<file path="config.mk">
export PLATFORM = sky130hd
export DESIGN_NAME = tick_timer_arbiter
export DESIGN_NICKNAME = d
export VERILOG_FILES = /design/src/rtl/tick_timer_arbiter.sv
export SDC_FILE = /design/constraint.sdc
export NUM_CORES = 1
export LEC_CHECK = 0
export ABC_AREA = 0
export CAP_MARGIN = 20
export CORE_ASPECT_RATIO = 0.7
export CORE_MARGIN = 8
export CORE_UTILIZATION = 46
export DETAILED_ROUTE_END_ITERATION = 8
export PLACE_DENSITY = 0.77
export REMOVE_ABC_BUFFERS = 1
export SYNTH_ARGS = -nofsm -noshare
export SYNTH_HDL_FRONTEND = slang
export SYNTH_SLANG_ARGS = --single-unit
export TNS_END_PERCENT = 1
</file>
<file path="constraint.sdc">
create_clock -name clk -period 3.25 [get_ports clk]
set_input_delay 0.65 -clock clk [delete_from_list [all_inputs] [get_ports clk]]
set_output_delay 0.65 -clock clk [all_outputs]
set_load 0.01 [all_outputs]
</file>
<file path="src/rtl/tick_timer_arbiter.sv">
// tick_timer_arbiter: round-robin arbiter sharing one tick-driven down-counter among NUM_REQ requesters.
module tick_timer_arbiter #(
  parameter int NUM_REQ = 4,
  parameter int CNT_W = 16
) (
  input  logic                       clk,
  input  logic                       reset,
  input  logic                       tick,
  input  logic [NUM_REQ-1:0]         req,
  input  logic [NUM_REQ*CNT_W-1:0]   delay,
  output logic [NUM_REQ-1:0]         grant,
  output logic [NUM_REQ-1:0]         done,
  output logic                       busy
);
  localparam int IW = NUM_REQ > 1 ? $clog2(NUM_REQ) : 1;
  typedef enum logic [1:0] {IDLE, RUN, DONE} state_t;
  state_t state;
  logic [CNT_W-1:0] cnt, win_delay;
  logic [IW-1:0] idx, last, win;
  always_comb begin
    win = last;
    for (int i = NUM_REQ; i >= 1; i--)
      if (req[(int'(last) + i) % NUM_REQ]) win = IW'((int'(last) + i) % NUM_REQ);
    win_delay = delay[int'(win)*CNT_W +: CNT_W];
  end
  // A zero delay enters DONE with grant still high; DONE then spends one more cycle issuing the pulse.
  always_ff @(posedge clk or negedge reset) begin
    if (!reset) begin
      state <= IDLE;
      grant <= '0;
      done <= '0;
      busy <= 1'b0;
      cnt <= '0;
      idx <= '0;
      last <= IW'(NUM_REQ - 1);
    end else begin
      done <= '0;
      case (state)
        IDLE: if (|req) begin
          cnt <= win_delay;
          idx <= win;
          last <= win;
          grant <= NUM_REQ'(1) << win;
          busy <= 1'b1;
          state <= win_delay == '0 ? DONE : RUN;
        end
        RUN: if (!req[idx]) begin
          grant <= '0;
          busy <= 1'b0;
          state <= IDLE;
        end else if (tick && cnt == CNT_W'(1)) begin
          grant <= '0;
          done <= NUM_REQ'(1) << idx;
          state <= DONE;
        end else if (tick) cnt <= cnt - CNT_W'(1);
        DONE: if (|grant) begin
          grant <= '0;
          done <= NUM_REQ'(1) << idx;
        end else begin
          busy <= 1'b0;
          state <= IDLE;
        end
        default: state <= IDLE;
      endcase
    end
  end
endmodule

</file>
### Word level (Yosys, flattened, before mapping)

Index checks and enable logic that the tools add are counted.

* reductions and logical operators: 16
* bitwise operators: 4
* add/subtract/negate cells: 5
* div/mod/pow operators: 0
* muxes and demuxes: 42
* $mul: 0
* $lt $le $gt $ge: 5
* eq/ne operators: 11
* shifts and indexed selects: 3

Operator list (count)
* two-way mux 16 bit: 4
* variable part select 64 x 7 -> 16 bit: 1
* one-hot mux 16 bit (2 select lines): 1
* two-way mux 4 bit: 7
* two-way mux 2 bit: 9
* equality test 16 x 1 -> 1 bit, second input constant: 1
* logical NOT 16 bit: 1
* less-than comparator 3 x 4 -> 1 bit, second input constant: 4
* subtractor 16 x 1 -> 16 bit, second input constant: 1
* inequality test 2 bit, second input constant: 7
* two-way mux 1 bit: 12
* one-hot mux 4 bit (3 select lines): 1
* binary-select mux 1 bit (select 2 bit): 5
* one-hot mux 4 bit (2 select lines): 1
* AND reduction 4 bit: 2
* OR reduction 2 bit: 4
* OR reduction 4 bit: 2
* << shifter 1 x 2 -> 4 bit, first input constant: 2
* one-hot mux 2 bit (3 select lines): 1
* AND reduction 5 bit: 1
* adder 2 x 1 -> 2 bit, second input constant: 2
* adder 2 bit, second input constant: 2
* bitwise AND 1 bit, first input constant: 4
* less-than comparator 2 x 3 -> 1 bit, second input constant: 1
* other kinds (10): 10

* latch bits: 0
* flip-flop bits (word level): 31
* memories: 0
* memory bits (read-only): 0
* output and inout bits: 9
* bits of input ports: 71
* word-level logic and storage cells: 93
* memory bits (writable): 0

### Longest topological paths before layout

Gate-level depths: netlist (run 1).

* word-level depth: 15
* depth in mapped cells: 10
* mapped depth without buffers: 9

### Worst setup path before layout (run 1)

OpenSTA, ideal clock, no wires.

* kind: input-to-reg
* start point: input port req[3]
* end point: register state[1]
* path buffers: 2
* setup time: 66 ps
* data required time: 3184 ps
* path slack: 853 ps
* cell stages on the path: 10
* arrival time: 2331 ps
* cell sequence: mux2_2 a32oi_1 and2_1 buf_6 buf_12 mux2i_1 a22oi_1 nor4_1 and4_1 a31o_1

* cells in the longest elaborated chain, start to end: 12
* elaborated cells between the ends (all ways): 28
* classes of those cells: eq/ne: 2; shift: 1; mux: 22; reduce/logical: 3

RTL lines
* start: declaration: RTL line 9 `input logic [NUM_REQ-1:0] req,`
* binary-select mux 1 bit (select 2 bit): RTL line 23 `if (req[(int'(last) + i) % NUM_REQ]) win = IW'((int'(last) + i) % NUM_REQ);`
* two-way mux 1 bit (not written as such) (2 in series): RTL line 23
* two-way mux 2 bit (4 in series): RTL line 23
* variable part select 64 x 7 -> 16 bit: RTL line 24 `win_delay = delay[int'(win)*CNT_W +: CNT_W];`
* logical NOT 16 bit: RTL line 45 `state <= win_delay == '0 ? DONE : RUN;`
* two-way mux 2 bit: RTL line 45
* two-way mux 2 bit: RTL line 39 `IDLE: if (|req) begin`
* one-hot mux 2 bit (3 select lines): RTL line 38 `case (state)`
* end signal: assignment: RTL line 45
* end: declaration: RTL line 17 `state_t state;`

Several ways; a longest one is shown, not always the timed one. The select of a mux whose other input is x is not followed.
A chain may end at the register's enable or synchronous reset.

### Worst setup path after layout (run 1)

* start point: input port req[0]
* end point: register state[1]

Same word-level chain as after synthesis.

==> results of run 1 <==
==> cells in the mapped netlist, types with 2 or more instances <==
master / number / area share [%]
and3_1: 2 / 0.52
o21ai_1: 5 / 1.0
nand4_1: 2 / 0.52
clkbuf_1: 6 / 0.93
o2bb2ai_1: 2 / 0.73
nand2_1: 42 / 6.5
nand3_1: 7 / 1.5
nand2b_1: 9 / 2.3
inv_1: 13 / 2.0
nor4_1: 6 / 1.6
and2_1: 2 / 0.52
buf_6: 4 / 1.9
ha_1: 6 / 3.1
buf_2: 5 / 1.0
o41ai_2: 2 / 1.3
nor3_1: 10 / 2.1
nor2_1: 11 / 1.7
dfrtp_1: 29 / 30
a21oi_1: 46 / 9.6
o22ai_1: 5 / 1.3
mux2i_1: 16 / 6.6
a22oi_1: 16 / 5.0
o21ai_0: 9 / 1.9
or3_1: 2 / 0.52
dfstp_2: 2 / 2.2
a22o_1: 4 / 1.5
nand3b_1: 2 / 0.62
a21o_1: 2 / 0.62
==> worst paths after layout <==
check / start / end / slack [ps] / cells past startpoint
min in group asynchronous: reset / state[1]$_DFFE_PN0P_ / 780 / 2
max in group asynchronous: reset / last[0]$_DFFE_PN1P_ / 2140 / 2
max reg2reg: last[1]$_DFFE_PN1P_ / state[1]$_DFFE_PN0P_ / 490 / 9
max: req[0] / state[1]$_DFFE_PN0P_ / 340 / 10
min: idx[1]$_DFFE_PN0P_ / done[1]$_DFF_PN0_ / 520 / 1
min reg2reg: idx[1]$_DFFE_PN0P_ / done[1]$_DFF_PN0_ / 520 / 1
==> worst max-delay path: stages <==
cell,delay (ps)
clkdlybuf4s50_1,580
inv_1,70
a32oi_1,240
and2_1,240
buf_12,190
mux2i_1,210
a22oi_1,120
nor4_1,370
and4_1,290
a31o_1,160
==> power by group through the flow <==
stage	registers [uW]	clock network, uW	logic (uW)
after floorplan	707	0	1160
after global placement	731	0	1690
after detailed placement	742	0	1730
after CTS	737	345	1740
after global routing	766	366	1920
final	743	344	1740
==> registers in the layout, summed over array words and instances (netlist names) <==
name	cells
cnt	16
done	4
grant	4
idx	2
last	2
state	2
busy	1
==> stage by stage <==
step	util, %	cells	area (sq um)	hold slack [ps]
floorplan	-	273	2297	354.4
global placement	63.83	435	3286	491.6
detailed placement	63.83	435	3286	496.7
CTS	65.78	443	3386	519.0
global route	65.78	443	3386	555.7
finish	65.78	443	3386	524.4
==> cells by family (layout without fill, tap and decap cells) <==
family | after synthesis | after routing | synth area share (%)
AOI/OAI and AO/OA | 102 | 102 | 27.62
adders and majority gates | 6 | 6 | 3.115
buffers and inverters | 29 | 111 | 6.698
DFF | 31 | 31 | 32.30
muxes | 18 | 18 | 8.048
and+or+nand+nor | 103 | 103 | 22.22
==> cell usage in the layout (no fill, tap or decap), types with 2 or more instances in the layout <==
master	instances
o41ai_2	2
and3_1	2
nor3_1	10
buf_4	9
nand2b_1	9
a21oi_1	46
dfrtp_1	29
nand3_1	7
nand3b_1	2
a21o_1	2
a22oi_1	16
inv_1	13
mux2i_1	16
nor4_1	6
o2bb2ai_1	2
nand2_1	42
clkdlybuf4s50_1	79
clkbuf_8	7
nor2_1	11
and2_1	2
o21ai_1	5
o22ai_1	5
buf_12	2
o21ai_0	9
a22o_1	4
or3_1	2
dfstp_2	2
ha_1	6
nand4_1	2
==> final cells by class <==
type	count	area [sq um]	share of cell area [%]
inverter	13	48.80	1.441
timing repair buffer	90	898.4	26.53
sequential	31	778.2	22.99
multi-input combinational	229	1470	43.42
clock buffer	8	100.1	2.956
tap	72	90.09	2.661
==> layer usage <==
layer	routed length, microns	vias up	part of all wire, %
met1	3314	1215	45
met2	3456	106	46
met4	30	0	0.40
met5	0	-	0
li1	-	1226	-
met3	632	2	8.5
==> impl_metrics.tcl, run 1 <==
set metrics [dict create \
    tightest_slew_ps 617.6 \
    setup_ws_ps 340.9 \
    p_int_uw 1506 \
    track_usage_pct 19.49 \
    core_sq_mm 0.005147 \
    period_share_pct 89.51 \
    cts-root-buf "clkbuf_8" \
    antenna_found_initial 0 \
    async_reset_ff_share_pct 100.0 \
    ys_types 50 \
    p_sw_uw 1323 \
    globalRouteOverflowTotal 0 \
    grt_first_pass_wirelength_microns 12450 \
    cts_setup_buffers 0 \
    nNetsFinal 447 \
    use_met1_pct 27.36 \
    combinationalPowerShare_pct 61.6 \
    rsz0062_at_grt "false" \
    cts.reportedPaths.clkPinSlew_ps 70 \
    fillCellCount 444 \
    hold_viol 0 \
    cts_made_buffers 5 \
    power_density_mw_per_mm2 835.6 \
    avgViaCountPerCell 5.754 \
    synth_edf_count 0 \
    pre_cts_slack_ps 57.88 \
    status "finished clean" \
    drt_drc_violations_left 0 \
    clock_latency_ps 280 \
    worst_setup_path_start_kind "primary input" \
    crit_path_max_fanout 20 \
    port_buffers 79 \
    fp.dieW_microns 102.5 \
    routed_wirelength_microns 7434 \
    p_leak_uw 0.001417 \
    ys_ff_latch 31 \
    netlist_area_sq_mm 0.002410 \
    num_antenna_cells 0 \
    cts_hold_buffers 0 \
    cap_violations 0 \
    drt-initial-drc-count 191 \
    busiest_layer "met2" \
    power_uw 2829 \
    synth_cells 289 \
    synth_ff_type "dfrtp_1" \
    dpl.hpwl_microns 5767 \
    cts_resized 0 \
    post_drt_wl_per_cell_microns 16.78 \
    worstPathRequired_ps 3470 \
    fin_skew_ps 4.382 \
    irDropWorstVdd_mv 0.3565 \
    end_kind "flop" \
    max_freq_ghz 0.3438 \
    gp_routability_congestion 0.9434 \
    dr_total_vias 2549 \
    die_area_sq_mm 0.007848 \
    grt_use_met2_pct 29.62 \
    relSlewSlack_pct 58.45 \
    grt_max_degree 38 \
    antenna_left 0 \
    first_pass_iters 4 \
    num_rows 22 \
    clk_path_buf_depth 2 \
    p_clk_share_pct 12.2 \
    finalSetupTns_ps 0 \
    drive_gt1_share_pct 8.895 \
    yosysSeqAreaShare_pct 32.29 \
    met3_usage_pct 4.471 \
    cts.sinks 31 \
    seqPwrFrac_pct 26.3 \
    io-pin-count 80 \
    area_delta_synth_final_pct 40.50 \
    swShare_pct 46.77 \
    critical_path_class "in2reg" \
    min_path_type "reg2reg" \
    setup_viol 0 \
    dieHeight_microns 76.56 \
    post-route-min-period_ps 2909 \
    tritoncts "yes" \
    slew_viol_final 0 \
    grt_pass1_vias 2501 \
    htreeDepth 2 \
    start_util_pct 46.82 \
    synth_area_per_cell_sq_um 8.338 \
    cp_data_arrival_time_ps 3130 \
    yosys_warnings 0 \
]
No activity file was read; power rests on OpenSTA's default activity.
==> inputs of run 2 (changes only) <==
Settings changed: CORE_UTILIZATION 46 to 42, GPL_TIMING_DRIVEN set to 1, PLACE_DENSITY 0.77 to 0.74.
Clock period 3.25 ns to 2.65 ns, I/O delays scaled along.
==> run 2 against run 1 <==
Compared with the run above:
- via count is 3.8% higher
- combinational power grew 49%
- clock skew grew 2.2 ps
- hold slack got worse by 8.6 ps
- critical path depth unchanged
- global-route usage fell by 0.74 points
- clock power grew 15%
- critical endpoint unchanged
==> impl_metrics.tcl, run 2 (synthesis gave the netlist of run 1 again) <==
set metrics [dict create \
    status "finished clean" \
    antenna_left 0 \
    power_uw 3883 \
    fp.dieW_microns 106.5 \
    period_share_pct 99.31 \
    reg2reg_slack_ps 20 \
    crit_path_max_fanout 5 \
    nNetsFinal 471 \
    regMostFlops "cnt" \
    worst_setup_path_start_kind "flop" \
    path_buf_inv 2 \
    cap_violations 0 \
    drt_drc_violations_left 0 \
    core_sq_mm 0.005640 \
    drt-initial-drc-count 212 \
    top_regs "cnt: 16 flops, done: 4 flops, grant: 4 flops" \
    worstHoldPathCells 1 \
    grt_use_met2_pct 27.83 \
    setup_viol 0 \
    die_area_sq_mm 0.008456 \
    cts.sinks 31 \
    cts_hold_buffers 0 \
    crit_family "simple AND/OR/NAND/NOR gates" \
    power_density_mw_per_mm2 1067 \
    met3_usage_pct 5.887 \
    slowest_stage "dfstp_2" \
    dpl.hpwl_microns 5941 \
    cts_made_buffers 5 \
    grt_first_pass_wirelength_microns 12920 \
    critical_path_class "reg2reg" \
    largest_reg_flops 16 \
    routed_wirelength_microns 8056 \
    tritoncts "yes" \
    busiest_layer "met2" \
    antenna_found_initial 0 \
    globalRouteOverflowTotal 0 \
    regToRegStartpoint "last[1]$_DFFE_PN1P_" \
    avgViaCountPerCell 5.630 \
    cp_num_cells 10 \
    drive_gt1_share_pct 16.46 \
    rsz0062_at_grt "true" \
    fin_skew_ps 6.606 \
    timing.rr.end "state[1]$_DFFE_PN0P_" \
    first_pass_iters 5 \
    use_met1_pct 25.57 \
    relSlewSlack_pct 72.01 \
    end_kind "flop" \
    dr_total_vias 2646 \
    endpoint "state[1]$_DFFE_PN0P_" \
    cts-root-buf "clkbuf_8" \
    grt_max_degree 32 \
    cts.reportedPaths.clkPinSlew_ps 70 \
    num_rows 23 \
    start_util_pct 42.72 \
    min_path_type "reg2reg" \
    mostFrequentLayoutCells "76 x clkdlybuf4s50_1, 46 x a21oi_1, 42 x nand2_1" \
    cpPeakStageDelay_ps 550 \
    num_antenna_cells 0 \
    track_usage_pct 18.75 \
    tightest_slew_ps 419.9 \
    crit_path_cell_trace "mux2_4 -> a32oi_4 -> and2_4 -> buf_6 -> mux2i_1 -> a22oi_2 -> nor4_2 -> buf_4 -> and4_4 -> a31o_1" \
    cp_data_arrival_time_ps 2860 \
    clk_path_buf_depth 2 \
    htreeDepth 2 \
    irDropWorstVdd_mv 0.4705 \
    worstPathRequired_ps 2870 \
    postLayoutCoreUtil_pct 64.53 \
    slew_viol_final 0 \
    port_buffers 79 \
    p_leak_uw 0.001559 \
    crit_start "last[1]$_DFFE_PN1P_" \
    io-pin-count 80 \
    dieHeight_microns 79.38 \
    clock_latency_ps 290 \
    worstRegToRegCells 10 \
    grt_pass1_vias 2578 \
    layout_commonest_cell "clkdlybuf4s50_1" \
    post_drt_wl_per_cell_microns 17.14 \
    max_freq_ghz 0.3800 \
    post-route-min-period_ps 2632 \
    hold_viol 0 \
    area_delta_synth_final_pct 51.04 \
    gp_routability_congestion 0.8708 \
]
## run 2: cell types whose count changed in the layout (fill, tap and decap cells not counted), moves of 2 or more
cell / delta
a22oi_1: -3
a22oi_2: +3
buf_4: +19
buf_6: +3
clkdlybuf4s50_1: -3
dlygate4sd2_1: +2
nor4_1: -2
nor4_2: +2
## run 2: repair_timing
action	CTS	global route
gates cloned	1	0
resized for setup	14	5
pin swaps	6	6
buffers inserted	1	0
setup endpoints to repair	2	2
## run 2: stage by stage
stage	cells	area, sq um	hold WS [ps]	TNS, ps	setup WS (ps)
after floorplan	273	2297	234.4	-2027	-351.7
after global placement	460	3456	495.7	-2012	-448.7
after detailed placement	460	3456	499.1	-2599	-549.9
after CTS	470	3618	516.0	0	39.86
after global routing	470	3640	549.1	-146.4	-86.72
final	470	3640	515.8	0	18.29
## run 2: how the worst min path moves through the flow
stage / from / to / slack, ps
after floorplan: reset / busy$_DFFE_PN0P_ / 230
after global placement: cnt[4]$_DFFE_PN0P_ / cnt[4]$_DFFE_PN0P_ / 500
after detailed placement: cnt[4]$_DFFE_PN0P_ / cnt[4]$_DFFE_PN0P_ / 500
after CTS: cnt[4]$_DFFE_PN0P_ / cnt[4]$_DFFE_PN0P_ / 520
after global routing: grant[0]$_DFFE_PN0P_ / grant[0]$_DFFE_PN0P_ / 550
final: cnt[4]$_DFFE_PN0P_ / cnt[4]$_DFFE_PN0P_ / 520
## run 2: metal layers
metal / part of all wire [%] / wire [microns] / vias up
met5: 0 / 0 / -
met1: 48 / 3851 / 1231
li1: - / - / 1280
met4: 0.88 / 71 / 0
met3: 9.0 / 727 / 8
met2: 42 / 3406 / 127
## run 2: layout make-up
cell class              instances  area [sq um]
clock inverters                 1         5.005
clock buffers                   7         86.33
well taps                      75         93.84
flip-flops and latches         31         778.2
repair buffers                113          1095
multi-input cells             230          1533
fillers                       492          2001
inverters                      13         48.80
## run 2: report_power, final
group	switching [uW]	internal, uW
registers	217	684
clock network	186	210
logic	1360	1230
total	1760	2120
==> inputs of run 3 (changes only) <==
Settings changed: CORE_UTILIZATION 42 to 43, CTS_BUF_LIST set to sky130_fd_sc_hd__clkbuf_4, PLACE_DENSITY 0.74 to 0.76, REMOVE_ABC_BUFFERS 1 to unset.
==> run 3 against run 2 <==
Compared with the run above:
- combinational power is 7% higher
- setup slack got worse by 5.3 ps
- largest cell class unchanged
- final area rose by 1.8%
- clock power decreased by 27%
- non-clock buffer count increased by 4
- global-route usage is 0.23 points lower
- critical endpoint unchanged
- sequential share of layout area down 0.38 points
- via count decreased by 0.26%
- wire length grew 2.8%
- first-iteration DRC count up 1.9%
- sequential power hardly changed
- hold slack better by 1.7 ps
==> impl_metrics.tcl, run 3 (synthesis gave the netlist of run 1 again) <==
set metrics [dict create \
    status "finished clean" \
    regToRegStartpoint "last[1]$_DFFE_PN1P_" \
    drt-initial-drc-count 216 \
    hold_viol 0 \
    seqPwrFrac_pct 22.7 \
    critical_path_class "in2reg" \
    p_clk_share_pct 7.3 \
    post-route-min-period_ps 2637 \
    num_antenna_cells 0 \
    swShare_pct 45.56 \
    drt_drc_violations_left 0 \
    final-seq-area_sq_um 778.2 \
    p_sw_uw 1809 \
    max_freq_ghz 0.3792 \
    dr_total_vias 2639 \
    grt_first_pass_wirelength_microns 12590 \
    worstPathRequired_ps 2930 \
    cap_violations 0 \
    cpPeakStageDelay_ps 450 \
    cts-root-buf "clkbuf_4" \
    htreeDepth 2 \
    layout.cells.non_filler 470 \
    combinationalPowerShare_pct 70.0 \
    port_buffers 79 \
    fin_skew_ps 10.14 \
    track_usage_pct 18.51 \
    p_int_uw 2162 \
    slowest_stage "clkdlybuf4s50_1" \
    largest_reg_flops 16 \
    drive_gt1_share_pct 18.59 \
    dp_cells 455 \
    finalSetupTns_ps 0 \
    slew_viol_final 0 \
    clock_latency_ps 340 \
    p_leak_uw 0.001585 \
    worstRegToRegCells 9 \
    worstHoldPathCells 1 \
    mostFrequentLayoutCells "77 x clkdlybuf4s50_1, 43 x a21oi_1, 42 x nand2_1" \
    path_buf_inv 5 \
    setup_viol 0 \
    antenna_left 0 \
    io-pin-count 80 \
    hp-start "idx[1]$_DFFE_PN0P_" \
    dpl.hpwl_microns 6123 \
    timing.rr.end "state[1]$_DFFE_PN0P_" \
    dieHeight_microns 78.64 \
    end_kind "flop" \
    num_rows 22 \
    power_density_mw_per_mm2 1072 \
    tritoncts "yes" \
    antenna_found_initial 0 \
    cp_data_arrival_time_ps 2910 \
    crit_family "buffers and inverters" \
    cts.sinks 31 \
    globalRouteOverflowTotal 0 \
    top_regs "cnt: 16 flops, done: 4 flops, grant: 4 flops" \
    area_delta_synth_final_pct 53.79 \
    relSlewSlack_pct 71.24 \
    worstHoldEndpoint "done[1]$_DFF_PN0_" \
    tightest_slew_ps 431.4 \
    regMostFlops "cnt" \
    min_path_type "reg2reg" \
    crit_path_max_fanout 8 \
    fillCellCount 398 \
    rsz0062_at_grt "true" \
    nNetsFinal 474 \
    first_pass_iters 4 \
    crit_top_cell "buf_4" \
    irDropWorstVdd_mv 0.6334 \
    routed_wirelength_microns 8285 \
    cts.reportedPaths.clkPinSlew_ps 110 \
    layout_commonest_cell "clkdlybuf4s50_1" \
    clk_path_buf_depth 2 \
    gp_routability_congestion 0.8085 \
    grt_pass1_vias 2404 \
    die_area_sq_mm 0.008294 \
    grt_max_degree 33 \
    worst_setup_path_start_kind "primary input" \
    core_sq_mm 0.005313 \
    multi_input_area_sq_mm 0.001540 \
    fp.dieW_microns 105.5 \
    crit_path_cell_trace "clkdlybuf4s50_1 -> buf_4 -> o21ai_2 -> a21oi_2 -> a311oi_4 -> buf_4 -> buf_12 -> buf_4 -> a22oi_1 -> nor4_1 -> and4_4 -> a31o_1" \
    start_util_pct 45.36 \
    synthesis.nets 366 \
    reg2reg_slack_ps 60 \
    period_share_pct 99.51 \
    avgViaCountPerCell 5.615 \
    cts_made_buffers 5 \
    post_drt_wl_per_cell_microns 17.63 \
]
[run 3: cell count changes in the layout (fill, tap and decap cells not counted), moves of 2 or more]
cell           change
dlygate4sd2_1      -2
clkbuf_4           +5
clkbuf_16          +3
buf_6              -2
mux2i_1            -2
a21oi_1            -3
clkinvlp_4         +2
a21oi_2            +3
clkbuf_8           -6
mux2i_2            +2
buf_4              +2
[run 3: worst reg2reg max path, stage by stage (launching register included)]
cell and delay, ps:
dfstp_2 580, mux2_4 310, a32oi_2 180, and2_4 220, buf_12 150, mux2i_2 230
a22oi_2 130, nor4_4 290, and4_4 290, a31o_1 150
[run 3: layout make-up]
cell class,instances,share of cell area [%]
clock buffers,5,1.013
clock inverters,3,0.6415
inverters,13,1.317
multi-input cells,229,41.56
flip-flops and latches,31,21.00
well taps,72,2.431
repair buffers,117,32.04
[run 3: repair_timing]
action | in CTS | in global routing
setup endpoints to repair | 2 | 2
hold buffers | 0 | 0
resized for setup | 5 | 14
cloned | 0 | 3
buffers inserted | 0 | 4
pin swaps | 2 | 7
[run 3: worst max path at each step]
stage          slack (ps)  depth (start not counted)           startpoint                   end
6_report               10                         12               req[0]  state[1]$_DFFE_PN0P_
4_1_cts                 5                         10  last[1]$_DFFE_PN1P_  state[1]$_DFFE_PN0P_
3_5_place_dp         -390                         10               req[3]  state[1]$_DFFE_PN0P_
5_1_grt              -100                         12               req[0]  state[1]$_DFFE_PN0P_
3_3_place_gp         -310                         11               req[0]  state[1]$_DFFE_PN0P_
2_1_floorplan         300                         10  last[1]$_DFFE_PN1P_  state[1]$_DFFE_PN0P_
[run 3: layer usage]
layer	vias to the layer above	global-route usage (%)	part of all wire, %
li1	1287	-	-
met3	6	4.649	9.3
met2	113	25.44	41
met5	-	0	0
met1	1233	27.47	50
met4	0	5.106	0.43
[run 3: stage by stage]
| step | cell area [sq um] | hold WS (ps) | util [%] | total power (uW) | worst slack, ps |
|---|---|---|---|---|---|
| after floorplan | 2410 | 234.4 | - | 2453 | 295.1 |
| after global placement | 3448 | 489.7 | 64.91 | 3261 | -309.5 |
| after detailed placement | 3448 | 500.5 | 64.91 | 3313 | -392.1 |
| after CTS | 3528 | 515.9 | 66.42 | 3644 | 4.962 |
| after global routing | 3706 | 536.5 | 69.76 | 4278 | -96.58 |
| final | 3706 | 517.5 | 69.76 | 3972 | 12.94 |
[run 3: power by group through the flow]
stage,clock network [uW],logic (uW),registers [uW]
after floorplan,0,1590,867
after global placement,0,2370,892
after detailed placement,0,2410,906
after CTS,301,2450,894
after global routing,320,3030,932
final,291,2780,900
